==> src/rtl/clock_pkg.sv <==
// Shared definitions for the indicator LED scheduler: state encoding, owner codes and
// time-of-day constants.
package clock_pkg;

  typedef enum logic [1:0] {
    StIdle  = 2'd0,
    StChime = 2'd1,
    StAlarm = 2'd2
  } state_e;

  localparam logic [1:0] OWN_NONE  = 2'b00;
  localparam logic [1:0] OWN_CHIME = 2'b01;
  localparam logic [1:0] OWN_ALARM = 2'b10;

  localparam int unsigned SEC_PER_MIN = 60;
  localparam int unsigned MAX_FLASH   = 12;

endpackage

==> src/rtl/chime_hour_decode.sv <==
// Maps the current hour to the chime toggle count, the start second and the quiet-hour
// mute flag. Quiet hours are honoured only when CHIME_QUIET_EN is defined.
module chime_hour_decode
  import clock_pkg::*;
#(
  parameter int unsigned QUIET_START = 23,
  parameter int unsigned QUIET_END   = 7
) (
  input  logic [4:0] i_hour,
  output logic [4:0] o_toggles,
  output logic [5:0] o_start_sec,
  output logic       o_mute
);

`ifdef CHIME_QUIET_EN
  localparam logic QuietEn = 1'b1;
`else
  localparam logic QuietEn = 1'b0;
`endif

  logic [4:0] w_next;
  logic [3:0] w_flash;

  always_comb begin
    w_next  = (i_hour >= 5'd23) ? 5'd0 : i_hour + 5'd1;
    w_flash = (w_next >= 5'd12) ? 4'(w_next - 5'd12) : w_next[3:0];
    if (w_flash == 4'd0) begin
      w_flash = 4'(MAX_FLASH);
    end
    o_toggles   = {w_flash, 1'b0};
    o_start_sec = 6'(SEC_PER_MIN) - {1'b0, o_toggles};
    // Muted window wraps through midnight: [QUIET_START, 24) plus [0, QUIET_END).
    o_mute      = QuietEn & ((w_next >= 5'(QUIET_START)) | (w_next < 5'(QUIET_END)));
  end

endmodule

==> src/rtl/chime_scheduler.sv <==
// Shares the single indicator LED between the hourly chime and the daily alarm.
// Optional quiet hours for the chime: define CHIME_QUIET_EN.
module chime_scheduler
  import clock_pkg::*;
#(
  parameter int unsigned ALARM_LEN   = 60,
  parameter int unsigned QUIET_START = 23,
  parameter int unsigned QUIET_END   = 7
) (
  input  logic       clk_1hz,
  input  logic       rst_n,
  input  logic [4:0] hour,
  input  logic [5:0] minute,
  input  logic [5:0] second,
  input  logic       set_mode,
  input  logic       chime_en,
  input  logic       alarm_en,
  input  logic [4:0] alarm_hh,
  input  logic [5:0] alarm_mm,
  input  logic       alarm_stop,
  output logic       led,
  output logic       busy,
  output logic [1:0] owner,
  output logic       chime_skip
);

  localparam logic [6:0] AlarmLenC = 7'(ALARM_LEN);

  state_e     r_state, w_state_nxt;
  logic [6:0] r_cnt, w_cnt_nxt;
  logic       r_pend, w_pend_nxt;
  logic       r_led, w_led_nxt;
  logic       r_skip, w_skip_nxt;

  logic [4:0] w_toggles;
  logic [5:0] w_start_sec;
  logic       w_mute;
  logic       w_chime_trig;
  logic       w_alarm_trig;

  chime_hour_decode #(
    .QUIET_START(QUIET_START),
    .QUIET_END  (QUIET_END)
  ) u_decode (
    .i_hour     (hour),
    .o_toggles  (w_toggles),
    .o_start_sec(w_start_sec),
    .o_mute     (w_mute)
  );

  assign w_chime_trig = chime_en & ~set_mode & ~w_mute & (minute == 6'd59) &
                        (second == w_start_sec);
  assign w_alarm_trig = alarm_en & ~set_mode & (hour == alarm_hh) & (minute == alarm_mm) &
                        (second == 6'd0);

  always_comb begin
    w_state_nxt = r_state;
    w_cnt_nxt   = r_cnt;
    w_pend_nxt  = r_pend;
    w_led_nxt   = r_led;
    w_skip_nxt  = 1'b0;
    if (set_mode) begin
      w_state_nxt = StIdle;
      w_cnt_nxt   = 7'd0;
      w_pend_nxt  = 1'b0;
      w_led_nxt   = 1'b0;
    end else begin
      unique case (r_state)
        StIdle: begin
          if (w_chime_trig) begin
            w_state_nxt = StChime;
            w_cnt_nxt   = {2'b00, w_toggles};
          end else if (w_alarm_trig) begin
            w_state_nxt = StAlarm;
            w_cnt_nxt   = AlarmLenC;
          end
        end
        StChime: begin
          w_led_nxt = ~r_led;
          w_cnt_nxt = r_cnt - 7'd1;
          if (w_alarm_trig) begin
            w_pend_nxt = 1'b1;
          end
          if (r_cnt == 7'd1) begin
            // Last chime toggle lands on hh:00:00; a pending alarm takes over immediately.
            w_pend_nxt = 1'b0;
            if (r_pend | w_alarm_trig) begin
              w_state_nxt = StAlarm;
              w_cnt_nxt   = AlarmLenC;
            end else begin
              w_state_nxt = StIdle;
            end
          end
        end
        StAlarm: begin
          w_skip_nxt = w_chime_trig;
          if (alarm_stop) begin
            w_state_nxt = StIdle;
            w_cnt_nxt   = 7'd0;
            w_led_nxt   = 1'b0;
          end else begin
            w_led_nxt = ~r_led;
            w_cnt_nxt = r_cnt - 7'd1;
            if (r_cnt == 7'd1) begin
              w_state_nxt = StIdle;
            end
          end
        end
        default: begin
          w_state_nxt = StIdle;
          w_cnt_nxt   = 7'd0;
          w_pend_nxt  = 1'b0;
          w_led_nxt   = 1'b0;
        end
      endcase
    end
  end

  always_ff @(posedge clk_1hz or negedge rst_n) begin
    if (!rst_n) begin
      r_state <= StIdle;
      r_cnt   <= 7'd0;
      r_pend  <= 1'b0;
      r_led   <= 1'b0;
      r_skip  <= 1'b0;
    end else begin
      r_state <= w_state_nxt;
      r_cnt   <= w_cnt_nxt;
      r_pend  <= w_pend_nxt;
      r_led   <= w_led_nxt;
      r_skip  <= w_skip_nxt;
    end
  end

  assign led        = r_led;
  assign busy       = (r_state != StIdle);
  assign owner      = (r_state == StChime) ? OWN_CHIME :
                      (r_state == StAlarm) ? OWN_ALARM : OWN_NONE;
  assign chime_skip = r_skip;

endmodule

==> config.mk <==
export PLATFORM = sky130hd
export DESIGN_NAME = chime_scheduler
export DESIGN_NICKNAME = d
export VERILOG_FILES = /design/src/rtl/clock_pkg.sv /design/src/rtl/chime_hour_decode.sv /design/src/rtl/chime_scheduler.sv
export SDC_FILE = /design/constraint.sdc
export NUM_CORES = 1
export LEC_CHECK = 0
export CAP_MARGIN = 20
export CORE_UTILIZATION = 44
export DETAILED_ROUTE_END_ITERATION = 10
export GPL_ROUTABILITY_DRIVEN = 0
export PLACE_DENSITY = 0.7
export SLEW_MARGIN = 20
export SYNTH_ARGS = -nofsm -noshare
export SYNTH_HDL_FRONTEND = slang
export SYNTH_HIERARCHICAL = 1
export SYNTH_SLANG_ARGS = --single-unit
==> constraint.sdc <==
create_clock -name clk_1hz -period 2.7 [get_ports clk_1hz]
set_input_delay 0.81 -clock clk_1hz [delete_from_list [all_inputs] [get_ports clk_1hz]]
set_output_delay 0.81 -clock clk_1hz [all_outputs]
set_load 0.03 [all_outputs]
# Word-level counts from Yosys, hierarchy flattened
# Index checks and enable logic that the tools add are counted.
# totals
in_bits	34
output_inout_bits	5
reg_bits	12
# op_classes
magnitude_cmp	2
add_sub_neg	4
mux	29
reduce_logical	7
bitwise	10
eq_ne	13
# op_table
operator	count
7-bit 2-to-1 mux	6
7-bit case mux with 3 select lines	1
2-bit 2-to-1 mux	9
6-bit equality test	2
4-bit != test, second input constant	3
4-bit 2-to-1 mux	2
1-bit AND	7
7-bit by 1-bit equality test with 1-bit output, second input constant	1
1-bit 2-to-1 mux	7
7-bit by 1-bit subtractor with 7-bit output, second input constant	1
6-bit equality test, second input constant	1
6-bit logical NOT	1
2-bit case mux with 3 select lines	1
6-bit by 5-bit subtractor with 6-bit output, first input constant	1
5-bit by 1-bit adder with 5-bit output, second input constant	1
5-bit equality test	1
5-bit by 4-bit >= comparator with 1-bit output, second input constant	1
5-bit >= comparator, second input constant	1
5-bit 2-to-1 mux	1
4-bit logical NOT	1
4-bit subtractor, second input constant	1
3-bit != test, second input constant	1
1-bit case mux with 3 select lines	1
3-bit AND reduction	1
other kinds (11)	12

# Longest topological paths before layout
# Gate-level depths: netlist (run 1).
# depth
word_depth	12
depth_mapped	18

# Modules after synthesis
# The synthesis (run 1) kept the hierarchy.
# modules_own_cells
module	instances	area_per_inst_um2	cells_each
chime_scheduler	1	1152.4	127
chime_hour_decode	1	540.5	80

# Worst setup path after synthesis (run 1)
# Ideal clock, no wire load.
# synth_timing
path_type	input to register
startpoint	input port hour[0]
endpoint	register r_cnt[6]
arrival_time_ns	4.490
setup_time_ns	0.124
required_ns	2.576
cell_stages	17
setup_slack_ns	-1.914
path_buffers	2
cell_sequence	ha_1 > clkbuf_1 > a21o_1 > a21oi_1 > inv_1 > ha_1 > clkbuf_1 > a211o_1 > a21oi_1 > o32ai_1 > and2_1 > o32ai_1 > xnor2_1 > nand4b_1 > o41ai_4 > nor3_2 > a211o_1
# synth_via
elab_chain_len	12
elab_cells_between_ends	22
classes_between	3 x add/sub; 2 x order compare; 3 x eq/ne; 8 x mux; 5 x bitwise; 1 x reduce/logical
# synth_rtl
item	line	source
start, declared	chime_scheduler.sv:12	input logic [4:0] hour,
5-bit by 1-bit adder with 5-bit output or 5-bit >= comparator (tied branches)	chime_hour_decode.sv:25	w_next = (i_hour >= 5'd23) ? 5'd0 : i_hour + 5'd1;
5-bit 2-to-1 mux (*)	chime_hour_decode.sv:25	
4-bit subtractor or 5-bit by 4-bit >= comparator with 1-bit output (tied branches)	chime_hour_decode.sv:26	w_flash = (w_next >= 5'd12) ? 4'(w_next - 5'd12) : w_next[3:0];
4-bit 2-to-1 mux (*)	chime_hour_decode.sv:26	
4-bit logical NOT	chime_hour_decode.sv:27	if (w_flash == 4'd0) begin
4-bit 2-to-1 mux (*)	chime_hour_decode.sv:27	
6-bit by 5-bit subtractor with 6-bit output (*)	chime_hour_decode.sv:31	o_start_sec = 6'(SEC_PER_MIN) - {1'b0, o_toggles};
named net w_start_sec[1]	chime_scheduler.sv:36	logic [5:0] w_start_sec;
6-bit equality test (*)	chime_scheduler.sv:52	(second == w_start_sec);
1-bit AND (*)	chime_scheduler.sv:51	assign w_chime_trig = chime_en & ~set_mode & ~w_mute & (minute == 6'd59) &
7-bit 2-to-1 mux	chime_scheduler.sv:70	if (w_chime_trig) begin
7-bit case mux with 3 select lines	chime_scheduler.sv:68	unique case (r_state)
7-bit 2-to-1 mux	chime_scheduler.sv:62	if (set_mode) begin
end signal, assigned	chime_scheduler.sv:128	r_cnt <= w_cnt_nxt;
end, declared	chime_scheduler.sv:30	logic [6:0] r_cnt, w_cnt_nxt;
# The timed path passes the listed nets; every way through them passes the cells marked *.
# A chain may end at the register's enable or synchronous reset.

# Worst setup path after layout (run 1)
# layout_timing
startpoint	input port hour[1]
endpoint	register r_cnt[4]
# The elaborated chain is that of the path after synthesis.

==> qor.csv, run 1 <==
stage,metric,value,unit
outcome,status,finished with violations,
outcome,violated checks,negative setup slack,
power,maximum VDD drop,449,uV
min_path,Hold Crit Start,r_cnt[1]$_DFFE_PN0P_,
logic_synthesis,Synth cell types,57,
floorplan,DIE WIDTH,64.0,microns
min_path,hold depth,2,
clock_tree,"Clk pin slew, worst setup/hold paths",60,ps
clock_tree,hold_buf cts,0,
sta,Finish-stage setup viols,10,
clock_tree,Max clock buf depth,2,
floorplan,core area,3690,sq um
floorplan,Core Rows,22,
logic_synthesis,synthesized flop and latch total,12,
min_path,Hold WC Path Type,flop to flop,
setup_path,R2R Setup Slk,480,ps
setup_path,crit path DAT,4030,ps
logic_synthesis,main flop type after synthesis,dfrtp_1,
logic_synthesis,Post-synth EDFFs,0,
logic_synthesis,Synth Warn #,6,
setup_path,reg-to-reg critical path endpoint,r_cnt[6]$_DFFE_PN0P_,
grt,All-Layer GR Usage,0.269,
final_layout,Nets,357,
setup_path,CP Class,input pin to flop,
flow_run,MaxCap Viol Count,0,
power,PD cells,491,nW/um^2
floorplan,Top Ports,39,
clock_tree,total CTS buffers,3,
sta,RSZ-0062 raised after global routing,yes,
grt,initial antenna violation count,0,
routing,DR iter-0 viols,156,
routing,Pre-antenna DRT Iters,4,
sta,period utilisation layout,1.44,
routing,# DRC,0,
routing,Routed Antenna Nets,0,
logic_synthesis,Cells after Synth,207,
grt,number of global-route vias before repair,1951,
sta,slack of the critical path,-1190,ps
placed_design,# port buffers,38,
clock_tree,clock root cell,clkbuf_8,
sta,Max Slew Vio Count,0,
routing,Final Routed Wirelength,5.55,mm
floorplan,die area,4100,sq um
power,Leak,1.27,nW
routing,via-per-instance ratio,5.51,
sta,total negative slack,-11310,ps
setup_path,required time of the critical path,2840,ps
grt,largest net degree at the start of global routing,13,
sta,relative slew slack,0.593,
min_path,worst hold endpoint,r_cnt[1]$_DFFE_PN0P_,
sta,Tmin final,3890,ps
sta,fmax,257,MHz
setup_path,startpoint types,input pin,
sta,Hold Fails Final Rpt,0,
routing,DR WL/cell,15.5,microns
setup_path,worst reg2reg startpoint,r_cnt[3]$_DFFE_PN0P_,
sta,Clock Skew,6.93,ps
final_layout,fin util,0.788,
final_layout,diode count,0,
power,Tot Pwr,1.43,mW
setup_path,worst-path fanout max,7,
logic_synthesis,register area share after synthesis,0.177,
placed_design,post-place setup slack,-1940,ps
logic_synthesis,syn_area_per_cell,8.18,sq um
grt,global-route wire length before repair,8.54,mm
clock_tree,TritonCTS Sinks,12,
final_layout,area grow syn2layout,71.8,%
grt,GRT Residual Overflow,0,
logic_synthesis,"Async S/R FF share, synth",1.00,
final_layout,share of cells above drive strength 1,0.395,
setup_path,Worst Setup End Kind,flop,
logic_synthesis,Post-Syn Area,1690,sq um
floorplan,Die Y,64.0,microns
setup_path,cells on worst reg2reg path,6,
floorplan,initial core utilization,0.459,
placed_design,hpwl dp,3.99,mm
routing,via count,1979,
clock_tree,CTS tree,done,
clock_tree,H-tree level count,1,
sta,Worst Tran Pin Value,609,ps
clock_tree,Worst-Skew Late Latency,250,ps
## state kept, by name, indices dropped and copies added, names as in the netlist
signal / count
r_cnt: 7
r_state: 2
chime_skip: 1
led: 1
r_pend: 1
## per-layer routing
layer | vias to the layer above | part of all wire | routed length, microns | track usage
met5 | - | 0 | 0 | 0
met4 | 0 | 0.0049 | 27 | 0.0653
met3 | 4 | 0.046 | 253 | 0.0411
met2 | 68 | 0.50 | 2760 | 0.472
met1 | 933 | 0.45 | 2510 | 0.340
li1 | 974 | - | - | -
## cells by family (layout without fill, tap and decap cells)
kind of cell / after synthesis / count (layout) / synth area share
AO/OA/AOI/OAI: 55 / 55 / 0.253
buffers and inverters: 22 / 124 / 0.0695
XOR/XNOR: 23 / 23 / 0.119
other: 1 / 3 / 0.00222
adder cells (fa/ha/maj): 11 / 11 / 0.0813
flip-flops: 12 / 12 / 0.177
AND/OR/NAND/NOR: 83 / 83 / 0.298
## cells in the mapped netlist (6+ instances only)
cell type  number  area (sq um)
a21oi_1         8          40.0
a31oi_1         6          37.5
clkbuf_1        6          22.5
dfrtp_1        12           300
ha_1           11           138
inv_1           8          30.0
nand2_1        21          78.8
nand3_1         6          30.0
nand4_1         8          50.1
nor2_1          7          26.3
nor2b_1         7          43.8
xnor2_1        20           175
## power by group
| group | switching (mW) | internal (mW) | total, mW |
|---|---|---|---|
| Sequential | 0.0689 | 0.218 | 0.287 |
| Clock | 0.0730 | 0.129 | 0.202 |
| Combinational | 0.458 | 0.480 | 0.938 |
## worst max-delay path by stage
stage | to | startpoint | cells after the start | slack [ps]
floorplan | r_state[1]$_DFFE_PN0P_ | hour[0] | 17 | -1450
global placement | r_state[1]$_DFFE_PN0P_ | hour[1] | 18 | -1830
detailed placement | r_state[1]$_DFFE_PN0P_ | hour[1] | 18 | -1940
CTS | r_cnt[2]$_DFFE_PN0P_ | hour[1] | 17 | -1160
global route | r_cnt[4]$_DFFE_PN0P_ | hour[1] | 19 | -1340
finish | r_cnt[4]$_DFFE_PN0P_ | hour[1] | 18 | -1190
## placed cells by master, fill, tap and decap left out, drive strengths merged, types with 3 or more instances in the layout
master,count
a31oi,7
nor4,6
xnor2,20
nand3,7
clkdlybuf4s50,33
nor2,7
dfrtp,12
o32ai,3
conb,3
and3,4
and2,3
nand2,21
nor2b,7
a22oi,4
xor2,3
o21ai,8
nand4b,3
inv,8
buf,78
a211o,3
clkbuf,5
nor3,6
a21oi,8
a211oi,3
ha,11
a21o,5
nand4,8
## worst max-delay path, cell delays in order
cell	delay (ps)
buf_8	100
ha_4	180
a22oi_2	190
o211a_1	240
ha_4	190
nand2_4	60
and3_4	150
o32ai_4	310
o211ai_1	180
buf_4	170
o2bb2a_4	200
xnor2_2	180
nand3_2	120
o41ai_4	370
buf_6	180
buf_6	120
a31oi_1	80
a21o_1	190
## cell type report
cell class                      count  area (sq um)
Clock buffer                        4          55.1
Multi-Input combinational cell    175          1500
Inverter                            8          30.0
Timing Repair Buffer              112           966
Sequential cell                    12           300
Fill cell                         257           781
Tap cell                           48          60.1
## repair_timing
| item | in CTS | in global routing |
|---|---|---|
| setup buffers | 5 | 4 |
| setup endpoints to repair | 10 | 10 |
| resized for setup | 40 | 24 |
| pin swaps | 17 | 23 |
## stage by stage
| step | cell area (sq um) | instances | hold WS [ps] |
|---|---|---|---|
| final | 2910 | 359 | 543 |
| after CTS | 2780 | 355 | 551 |
| after detailed placement | 2600 | 346 | 537 |
| after global routing | 2910 | 359 | 568 |
| after global placement | 2600 | 346 | 508 |
| after floorplan | 1770 | 209 | 481 |
(Power assumes the default switching activity.)
==> run 2: changes to the inputs <==
- PLACE_DENSITY: 0.7 -> 0.72
- RECOVER_POWER: not set -> 50
- clock period: 2.7 -> 3.2 ns (I/O delays scaled with it)
==> run 2 against run 1 <==
  * The run still ends with negative setup slack left
  * First-iteration DRC count is 19% lower
  * Critical endpoint is now r_state[1]$_DFFE_PN0P_
  * Highest routed layer unchanged
  * Register-to-register slack improved by 510 ps
  * Worst setup slack gained 220 ps
  * Sequential share of layout area grew 0.41 points
  * Design area fell by 3.8%
  * Worst hold slack worse by 7.6 ps
  * Critical path type unchanged
  * Utilization down 3.0 points
  * Die area stayed put
  * Cell count decreased by 3.3%
  * Clock power is 21% lower
  * Non-clock buffer count shrank 12
  * Critical path depth rose by 1
==> qor.csv, run 2 (synthesized netlist as in run 1, its figures left out) <==
stage,metric,value,unit,change
clock_tree,H-tree level count,1,,unchanged
final_layout,"commonest non-fill, non-tap cell in the layout",buf_4,,
placed_design,# port buffers,38,,unchanged
routing,Final Routed Wirelength,5.53,mm,-0.47%
setup_path,R2R Setup Slk,990,ps,+510 ps
sta,period utilisation layout,1.30,,
sta,fmax,240,MHz,
final_layout,Nets,345,,-3.4%
sta,Hold Fails Final Rpt,0,,unchanged
power,Leak,1.20,nW,-5.8%
setup_path,worst-path fanout max,7,,unchanged
outcome,status,finished with violations,,
clock_tree,CTS tree,done,,
min_path,Hold WC Path Type,flop to flop,,
floorplan,Top Ports,39,,unchanged
routing,DR WL/cell,15.9,microns,+3.0%
clock_tree,total CTS buffers,3,,unchanged
setup_path,worst reg2reg startpoint,r_cnt[3]$_DFFE_PN0P_,,
final_layout,area grow syn2layout,65.3,%,
sta,RSZ-0062 raised after global routing,yes,,
flow_run,MaxCap Viol Count,0,,unchanged
clock_tree,Worst-Skew Late Latency,240,ps,about the same
routing,via-per-instance ratio,5.63,,+2.1%
sta,relative slew slack,0.635,,+0.0420
sta,Tmin final,4170,ps,
grt,initial antenna violation count,0,,unchanged
routing,Pre-antenna DRT Iters,4,,unchanged
setup_path,kind of cell adding the most delay to the critical path,compound AO/OA/AOI/OAI gates,,
sta,WHS,536,ps,-7.63 ps
routing,# DRC,0,,unchanged
grt,largest net degree at the start of global routing,13,,unchanged
clock_tree,hold_buf cts,0,,unchanged
min_path,Hold Crit Start,r_cnt[1]$_DFFE_PN0P_,,
setup_path,critical-path cell list,buf_8 -> ha_4 -> a21oi_2 -> nor2b_1 -> o21ai_1 -> nand2_2 -> ha_4 -> buf_6 -> buf_6 -> or3_1 -> a311o_1 -> xnor2_2 -> xnor2_1 -> nand2_2 -> o41ai_4 -> buf_6 -> nor3_4 -> a211oi_1 -> a211o_1,,
setup_path,CP Buf/Inv Count,4,,unchanged
final_layout,Regs by FF count,"r_cnt x7, r_state x2",,
setup_path,startpoint types,input pin,,
floorplan,die area,4100,sq um,unchanged
final_layout,fin util,0.758,,-0.0299
setup_path,required time of the critical path,3380,ps,+540 ps
clock_tree,Max clock buf depth,2,,unchanged
min_path,hold depth,2,,unchanged
setup_path,Worst Setup End Kind,flop,,
placed_design,post-place setup slack,-1590,ps,+354 ps
final_layout,Largest register FFs,7,,unchanged
final_layout,most frequent cells in the layout,"53 x buf_4, 32 x clkdlybuf4s50_1, 17 x xnor2_1, 17 x nand2_1, 12 x dfrtp_1",,
final_layout,Fillers,259,,+0.78%
setup_path,crit path DAT,4350,ps,+320 ps
floorplan,DIE WIDTH,64.0,microns,unchanged
routing,via count,1953,,-1.3%
sta,Max Slew Vio Count,0,,unchanged
clock_tree,TritonCTS Sinks,12,,unchanged
grt,All-Layer GR Usage,0.273,,+0.00436
power,PD cells,415,nW/um^2,-15%
sta,total negative slack,-9190,ps,+2120 ps
final_layout,Top reg by flops,r_cnt,,
setup_path,CP Class,input pin to flop,,
setup_path,reg-to-reg critical path endpoint,r_cnt[6]$_DFFE_PN0P_,,
final_layout,diode count,0,,unchanged
grt,global-route wire length before repair,8.85,mm,+3.5%
power,maximum VDD drop,523,uV,+17%
routing,DR iter-0 viols,127,,-19%
grt,GRT Residual Overflow,0,,unchanged
min_path,worst hold endpoint,r_cnt[1]$_DFFE_PN0P_,,
outcome,violated checks,negative setup slack,,
floorplan,Core Rows,22,,unchanged
sta,Clock Skew,4.10,ps,-2.83 ps
setup_path,"most used cell, CP",buf_6,,
clock_tree,"Clk pin slew, worst setup/hold paths",50,ps,about the same
sta,Finish-stage setup viols,10,,unchanged
placed_design,hpwl dp,3.77,mm,-5.6%
clock_tree,clock root cell,clkbuf_8,,
sta,slack of the critical path,-969,ps,+218 ps
grt,number of global-route vias before repair,1954,,+0.15%
sta,Worst Tran Pin Value,546,ps,-62.9 ps
floorplan,core area,3690,sq um,unchanged
floorplan,Die Y,64.0,microns,unchanged
setup_path,cells on worst reg2reg path,6,,unchanged
final_layout,share of cells above drive strength 1,0.365,,-0.0309
floorplan,initial core utilization,0.459,,unchanged
setup_path,"Slowest-stage cell, CP",a311o_1,,
routing,Routed Antenna Nets,0,,unchanged
setup_path,critical path's largest stage delay,390,ps,+20 ps
## run 2: layout make-up
cell class / count / area, sq um / area share
Multi-Input combinational cell: 175 / 1470 / 0.526
Clock buffer: 4 / 55.1 / 0.0197
Inverter: 8 / 30.0 / 0.0107
Tap cell: 48 / 60.1 / 0.0215
Timing Repair Buffer: 100 / 881 / 0.315
Sequential cell: 12 / 300 / 0.107
## run 2: how the worst max path moves through the flow
stage                     startpoint                     end  slack, ps  cells after the start
final                        hour[0]  r_state[1]$_DFFE_PN0P_       -970                     19
after global placement       hour[0]  r_state[1]$_DFFE_PN0P_      -1600                     19
after CTS                    hour[0]    r_cnt[3]$_DFFE_PN0P_       -770                     19
after global routing         hour[0]    r_cnt[4]$_DFFE_PN0P_      -1090                     19
after floorplan              hour[0]  r_state[1]$_DFFE_PN0P_      -1100                     17
after detailed placement     hour[0]  r_state[1]$_DFFE_PN0P_      -1590                     19
## run 2: where the power goes
group | switching (mW) | internal, mW | leakage, nW
Clock | 0.0510 | 0.108 | 0.0288
Combinational | 0.379 | 0.383 | 1.01
Sequential | 0.0554 | 0.184 | 0.163
## run 2: layer usage
metal	up-vias	routed length, microns	GRT usage
li1	956	-	-
met4	0	64	0.0739
met3	8	311	0.0554
met5	-	0	0
met1	922	2420	0.334
met2	67	2740	0.480
## run 2: what timing repair did
item / in CTS / in global routing
setup buffers: 11 / 3
pin swaps: 24 / 14
setup endpoints to repair: 10 / 10
gates resized for setup: 48 / 10
## run 2: worst min-delay path, stage by stage, from the launching register on
cell and delay, ps:
dfrtp_1 380, nand2_2 60, o21ai_1 60
## run 2: per-stage QoR
step | cells | power [mW] | area [sq um]
global placement | 329 | 0.881 | 2460
global route | 347 | 1.22 | 2800
floorplan | 209 | 0.655 | 1770
detailed placement | 329 | 0.886 | 2460
finish | 347 | 1.16 | 2800
CTS | 344 | 1.11 | 2730
==> run 3: changes to the inputs <==
- CTS_CLUSTER_DIAMETER: not set -> 150
- PLACE_DENSITY: 0.72 -> 0.7
- clock period: 3.2 -> 5.3 ns (I/O delays scaled with it)
==> run 3 against run 2 <==
  * The flow now finishes without violations
  * Routed wire length decreased by 20%
  * Clock power decreased by 51%
  * Non-clock buffer count decreased by 33
  * Worst setup slack improved by 1200 ps
  * Cell count decreased by 9.8%
  * Clock skew decreased by 2.6 ps
  * Sequential power decreased by 41%
  * Flip-flop and latch count unchanged
  * Design area decreased by 16%
  * Register-to-register slack improved by 2100 ps
  * Critical endpoint is now r_cnt[4]$_DFFE_PN0P_
==> qor.csv, run 3 (synthesized netlist as in run 1, its figures left out) <==
stage,metric,value,unit,change
clock_tree,hold_buf cts,0,,unchanged
floorplan,die area,4100,sq um,unchanged
sta,period utilisation layout,0.965,,
power,part of the power in combinational logic,0.631,,-0.025
power,NetSw,251,uW,-48%
setup_path,R2R Setup Slk,3090,ps,+2100 ps
final_layout,fin area,2350,sq um,-16%
placed_design,placed inst area,2270,sq um,-7.5%
setup_path,worst reg2reg startpoint,r_cnt[3]$_DFFE_PN0P_,,
floorplan,Die Y,64.0,microns,unchanged
placed_design,hpwl dp,3.55,mm,-5.7%
placed_design,# port buffers,38,,unchanged
min_path,Hold WC Path Type,flop to flop,,
setup_path,critical path's largest stage delay,550,ps,+160 ps
clock_tree,CTS tree,done,,
routing,via-per-instance ratio,5.54,,-1.6%
setup_path,critical-path cell list,clkdlybuf4s50_1 -> a22oi_1 -> o211a_1 -> ha_1 -> nand2_1 -> and3_1 -> o32ai_2 -> o211ai_1 -> o2bb2a_1 -> xnor2_1 -> nand3_1 -> o41ai_4 -> buf_4 -> nor3_2 -> buf_4 -> a21o_1,,
power,Cell Int Power,346,uW,-49%
grt,initial antenna violation count,0,,unchanged
floorplan,Core Rows,22,,unchanged
power,Leak,1.01,nW,-16%
floorplan,Top Ports,39,,unchanged
setup_path,cells on worst reg2reg path,6,,unchanged
grt,largest net degree at the start of global routing,13,,unchanged
setup_path,"most used cell, CP",buf_4,,
clock_tree,H-tree level count,1,,unchanged
routing,# DRC,0,,unchanged
sta,Clock Skew,1.52,ps,-2.57 ps
sta,relative slew slack,0.643,,+0.00781
final_layout,most frequent cells in the layout,"34 x clkdlybuf4s50_1, 28 x buf_4, 21 x nand2_1",,
sta,RSZ-0062 raised after global routing,no,,
final_layout,Top reg by flops,r_cnt,,
routing,via count,1734,,-11%
sta,Hold Fails Final Rpt,0,,unchanged
final_layout,diode count,0,,unchanged
floorplan,core area,3690,sq um,unchanged
final_layout,"commonest non-fill, non-tap cell in the layout",clkdlybuf4s50_1,,
sta,Max Slew Vio Count,0,,unchanged
clock_tree,clock root cell,clkbuf_8,,
grt,global-route wire length before repair,7.11,mm,-20%
outcome,status,completed,,
grt,number of global-route vias before repair,1655,,-15%
sta,Worst Tran Pin Value,531,ps,-14.8 ps
final_layout,Largest register FFs,7,,unchanged
power,Tot Pwr,597,uW,-49%
min_path,hold depth,2,,unchanged
routing,DR WL/cell,14.1,microns,-11%
routing,Pre-antenna DRT Iters,4,,unchanged
setup_path,"Slowest-stage cell, CP",clkdlybuf4s50_1,,
setup_path,required time of the critical path,5420,ps,+2040 ps
clock_tree,"Clk pin slew, worst setup/hold paths",50,ps,about the same
power,sequential power share,0.237,,+0.031
final_layout,area grow syn2layout,39.0,%,
routing,Routed Antenna Nets,0,,unchanged
routing,Final Routed Wirelength,4.42,mm,-20%
setup_path,reg-to-reg critical path endpoint,r_cnt[6]$_DFFE_PN0P_,,
sta,Tmin final,5110,ps,
clock_tree,Max clock buf depth,2,,unchanged
min_path,worst hold endpoint,r_cnt[1]$_DFFE_PN0P_,,
floorplan,DIE WIDTH,64.0,microns,unchanged
final_layout,share of cells above drive strength 1,0.177,,-0.187
setup_path,Worst Setup End Kind,flop,,
sta,Finish-stage setup viols,0,,-10
final_layout,Regs by FF count,"r_cnt x7, r_state x2",,
grt,GRT Residual Overflow,0,,unchanged
clock_tree,total CTS buffers,3,,unchanged
final_layout,Nets,312,,-9.6%
floorplan,initial core utilization,0.459,,unchanged
setup_path,crit path DAT,5240,ps,+890 ps
sta,fmax,196,MHz,
power,PD cells,254,nW/um^2,-39%
grt,All-Layer GR Usage,0.216,,-0.0568
min_path,Hold Crit Start,r_cnt[1]$_DFFE_PN0P_,,
setup_path,startpoint types,input pin,,
power,maximum VDD drop,238,uV,-54%
sta,WHS,528,ps,-7.88 ps
power,clock share of power,0.132,,-0.005
flow_run,MaxCap Viol Count,0,,unchanged
routing,DR iter-0 viols,119,,-6.3%
final_layout,Fillers,339,,+31%
setup_path,CP Class,input pin to flop,,
clock_tree,Worst-Skew Late Latency,230,ps,about the same
power,Sw Ratio,0.420,,+0.00191
clock_tree,TritonCTS Sinks,12,,unchanged
setup_path,worst-path fanout max,6,,-1
## run 3: critical path: cells and delay by family
kind	cells	cell delay [ps]
AO/OA/AOI/OAI	7	1880
buffers and inverters	3	930
AND/OR/NAND/NOR	4	490
adder cells (fa/ha/maj)	1	220
XOR/XNOR	1	130
## run 3: layout make-up
class | instances | area [sq um] | area share
clock buffers | 3 | 41.3 | 0.0175
inverters | 8 | 30.0 | 0.0128
multi-input cells | 175 | 1320 | 0.559
flip-flops and latches | 12 | 300 | 0.128
well taps | 48 | 60.1 | 0.0255
repair buffers | 67 | 607 | 0.258
## run 3: per-layer routing
metal  GRT usage  share of wire
met5           0              0
met4      0.0597          0.020
met3      0.0179          0.046
met2       0.388           0.50
met1       0.274           0.43
## run 3: how the worst max path moves through the flow
stage               startpoint                   end  depth (start not counted)
finish                 hour[3]  r_cnt[4]$_DFFE_PN0P_                         16
floorplan              hour[0]  r_cnt[6]$_DFFE_PN0P_                         17
global route           hour[2]  r_cnt[5]$_DFFE_PN0P_                         19
detailed placement     hour[0]  r_cnt[6]$_DFFE_PN0P_                         20
global placement       hour[0]  r_cnt[4]$_DFFE_PN0P_                         20
CTS                    hour[0]  r_cnt[6]$_DFFE_PN0P_                         20
## run 3: metrics by stage
stage	setup TNS [ps]	cells	worst slack, ps	util
floorplan	0	209	58.5	-
global placement	-946	310	-127	0.617
detailed placement	-1390	310	-184	0.617
CTS	0	313	27.6	0.628
global route	0	313	12.3	0.638
finish	0	313	187	0.638
## run 3: what timing repair did
item | in CTS | in global routing
gates resized for setup | 0 | 8
endpoints found under the setup margin | 0 | 9
buffers inserted | 0 | 0
## run 3: power groups by stage
stage          clock (mW)  combinational (mW)  sequential, mW
2_1_floorplan           0               0.248           0.139
3_3_place_gp            0               0.366           0.144
3_5_place_dp            0               0.370           0.144
4_1_cts            0.0816               0.372           0.142
5_1_grt            0.0863               0.408           0.144
6_report           0.0787               0.377           0.142
==> patch 1: new RTL, config.mk and constraints of run 2 <==
Add a define of `CHIME_QUIET_EN`.
--- a/src/rtl/chime_hour_decode.sv
+++ b/src/rtl/chime_hour_decode.sv
@@ -1,5 +1,7 @@
 // Maps the current hour to the chime toggle count, the start second and the quiet-hour
 // mute flag. Quiet hours are honoured only when CHIME_QUIET_EN is defined.
+`define CHIME_QUIET_EN
+
 module chime_hour_decode
   import clock_pkg::*;
 #(
Behaviour: not the same (Yosys sat finds a counterexample within 4 cycles, from zero or initial values and one cycle with rst_n low).
==> patch 1 against run 2 <==
  * The run still ends with negative setup slack left
  * Cell area decreased by 9.3%
  * Utilization decreased by 2.1 points
  * Total power decreased by 1.9%
  * Clock skew decreased by 0.0019 ns
  * Sequential cell count unchanged
  * Setup slack improved by 0.29 ns
  * Clock power increased by 3%
  * Wire length decreased by 5.9%
  * Register-to-register slack got worse by 0.16 ns
  * Area after synthesis decreased by 3.8%
  * Critical path type unchanged
  * Critical endpoint is now r_cnt[6]
==> patch 1: results (changes against run 2) <==
[worst_hold_path]
hold-path-endpoint=led
hold_start=led

[sta]
skew_ns=0.00216  ; -0.00194 ns
slew_headroom=0.624  ; -0.0112
setup_viol=10  ; unchanged
setup_slack_ns=-0.682  ; +0.287 ns

[global_route]
met2_usage=0.440  ; -0.0398
grt_use_total=0.264  ; -0.00907
grt_use_met3=0.0602  ; +0.00486
grt_pass1_vias=1883  ; -3.6%

[synth]
synth_cell_types=54  ; -5.3%
yosysSeqAreaShare=0.184  ; +0.00695
synth_commonest_cells=xnor2_1, nand2_1, ha_1

[outcome]
violations=negative setup slack
status=complete, but fails checks

[detailed_routing]
via_per_inst=5.75  ; +2.1%
first_iter_violations=131  ; +3.1%
wl_met3_um=256  ; -18%
wl_met2_um=2610  ; -4.8%

[worst_setup_path]
max_stage_delay_ns=0.31  ; -0.08 ns
critPathArrivalTime_ns=4.01  ; -0.34 ns
reg2reg_depth=8  ; +2
reg2reg_slack_ns=0.83  ; -0.16 ns
crit_slowest_cell=ha_1
reg2reg_from=r_cnt[1]

[layout]
final_cells=314  ; -9.5%
drive_gt1_frac=0.310  ; -0.0548

[placement]
dp_hpwl_um=3730  ; -0.89%
dp_cells=302  ; -8.2%

[power_and_ir_drop]
leakage_uw=0.00113  ; -6.2%

[patch 1: cell type report]
cell class	instances	area, sq um
clock buffers	4	55.1
inverters	12	47.5
fillers	253	903
well taps	46	57.6
multi-input cells	159	1350
repair buffers	81	724
flip-flops and latches	12	300
[patch 1: timing repair]
action | 4_1_cts | 5_1_grt
buffers inserted | 7 | 3
pin swaps | 14 | 10
setup endpoints to repair | 10 | 10
gates resized for setup | 37 | 11
[patch 1: worst max-delay path: cells and delay by family]
kind / cells / cell delay [ns]
simple gates: 6 / 0.98
buf+inv: 3 / 0.44
fa+ha+maj: 2 / 0.48
xor+xnor: 1 / 0.18
compound gates: 4 / 0.97
[patch 1: stage by stage]
stage          hold WS (ns)  setup slack (ns)  setup TNS, ns  power [uW]  area [sq um]
2_1_floorplan         0.481            -0.733          -6.16         654          1670
3_3_place_gp          0.516             -1.34         -12.38         875          2300
3_5_place_dp          0.523             -1.42         -13.04         889          2300
4_1_cts               0.547            -0.641          -5.36        1090          2470
5_1_grt               0.577            -0.802          -7.23        1220          2540
6_report              0.558            -0.682          -5.97        1140          2540
[patch 1: cell families (layout without fill, tap and decap cells)]
family                   Yosys count  in the layout  share of synthesized area
AO/OA/AOI/OAI                     46             46                      0.214
XOR/XNOR                          24             24                      0.134
adder cells (fa/ha/maj)           13             13                     0.0998
buffers and inverters             22             97                     0.0730
flip-flops                        12             12                      0.184
multiplexers                       3              3                     0.0215
other                              1              2                    0.00230
AND/OR/NAND/NOR                   71             71                      0.271
[patch 1: power by group through the flow]
stage | clock [uW] | sequential, uW | combinational [uW]
finish | 164 | 240 | 734
global route | 177 | 245 | 793
CTS | 166 | 238 | 688
detailed placement | 0 | 241 | 648
global placement | 0 | 238 | 637
floorplan | 0 | 230 | 424
==> patch 2: new RTL, flow settings as in run 2 <==
Without the edit above. Remove the register `r_skip`: a continuous assignment takes its place, so the output `chime_skip` follows one clock earlier.
--- a/src/rtl/chime_scheduler.sv
+++ b/src/rtl/chime_scheduler.sv
@@ -122,15 +122,15 @@
       r_cnt   <= 7'd0;
       r_pend  <= 1'b0;
       r_led   <= 1'b0;
-      r_skip  <= 1'b0;
     end else begin
       r_state <= w_state_nxt;
       r_cnt   <= w_cnt_nxt;
       r_pend  <= w_pend_nxt;
       r_led   <= w_led_nxt;
-      r_skip  <= w_skip_nxt;
     end
   end
+
+  assign r_skip = w_skip_nxt;
 
   assign led        = r_led;
   assign busy       = (r_state != StIdle);
Formal check against the unedited RTL: not equivalent (a bounded check fails within 4 cycles, from zero or initial values and one cycle with rst_n low).
==> patch 2 against run 2 <==
  * The run still ends with negative setup slack left
  * Sequential cell count fell by 1
  * Utilization rose by 11 points
  * Critical path type is now primary input to output pin
  * Area after synthesis fell by 2.1%
  * Cell area rose by 7.7%
  * Wire length rose by 31%
  * Sequential share of layout area fell by 1.6 points
  * Critical endpoint is now chime_skip
  * Clock skew fell by 0.0032 ns
  * Register-to-register slack got worse by 0.28 ns
  * Clock power fell by 6%
  * Total power rose by 10%
  * Setup slack got worse by 0.98 ns
==> patch 2: results (changes against run 2) <==
[outcome]
status=complete, but fails checks
violations=negative setup slack

[global_route]
met2_usage=0.528  ; +0.0479
grt_pass1_vias=2070  ; +5.9%

[detailed_routing]
first_iter_violations=442  ; +250%
routedWlPerCell_um=19.6  ; +23%
wl_met3_um=691  ; +120%
dr.pass1.iters=6  ; +2

[placement]
dp_hpwl_um=3950  ; +4.9%
dp_slack_ns=-2.28  ; -0.695 ns

[sta]
skew_ns=0.000929  ; -0.00317 ns
setup_viol=10  ; unchanged
setup_slack_ns=-1.94  ; -0.975 ns
tightestPinTransition_ns=0.568  ; +0.0225 ns

[layout]
fin_nets=369  ; +7.0%
buffer_area_frac=0.375  ; +0.0597
n_all_buffers=124  ; +24%
fillers=189  ; -27%
drive_gt1_frac=0.415  ; +0.0503
multi_input_area_sq_um=1470  ; about the same
seq_share=0.0914  ; -0.0160
clk_share=0.0150  ; -0.00473

[worst_setup_path]
reg2reg_from=r_cnt[1]
reg2reg_slack_ns=0.71  ; -0.28 ns
crit_slowest_cell=nor4_4
cp_top_family=simple AND/OR/NAND/NOR gates
cp-endpoint=chime_skip
max_stage_delay_ns=0.36  ; -0.03 ns
crit_start=hour[1]
critPathArrivalTime_ns=4.18  ; -0.17 ns

[cts]
tritoncts_num_sinks=11  ; -1

[synth]
synth_compound_area_frac=0.256  ; +0.00327
synth_cell_types=56  ; -1.8%
synth_fa_ha_area_frac=0.0831  ; +0.00178

[power_and_ir_drop]
finalPower_uw=1280  ; +10%
clkPwrFrac=0.117  ; -0.020
internal_power_uw=711  ; +5.3%
leakage_uw=0.00133  ; +11%
pg_seq_uw=224  ; -6%

[worst_hold_path]
hold_start=led

patch 2: what timing repair did:
| item | 4_1_cts | 5_1_grt |
|---|---|---|
| setup buffers | 18 | 9 |
| hold buffers | 0 | 0 |
| cloned | 1 | 0 |
| endpoints found under the setup margin | 10 | 10 |
| pin swaps | 19 | 20 |
| resized for setup | 52 | 13 |
patch 2: kinds of logic after synthesis:
| kind of cell | count (synthesis) |
|---|---|
| xor+xnor | 23 |
| compound gates | 54 |
| simple gates | 84 |
| fa+ha+maj | 11 |
| other cells | 1 |
| flops | 11 |
| buf+inv | 23 |
patch 2: per-stage QoR:
| stage | setup TNS [ns] | util | hold WS [ns] | std cells |
|---|---|---|---|---|
| global route | -15.97 | 0.869 | 0.596 | 369 |
| finish | -15.01 | 0.869 | 0.554 | 369 |
| CTS | -10.08 | 0.827 | 0.542 | 360 |
| detailed placement | -17.77 | 0.732 | 0.521 | 339 |
| floorplan | -11.05 | - | 0.481 | 209 |
| global placement | -16.57 | 0.732 | 0.513 | 339 |
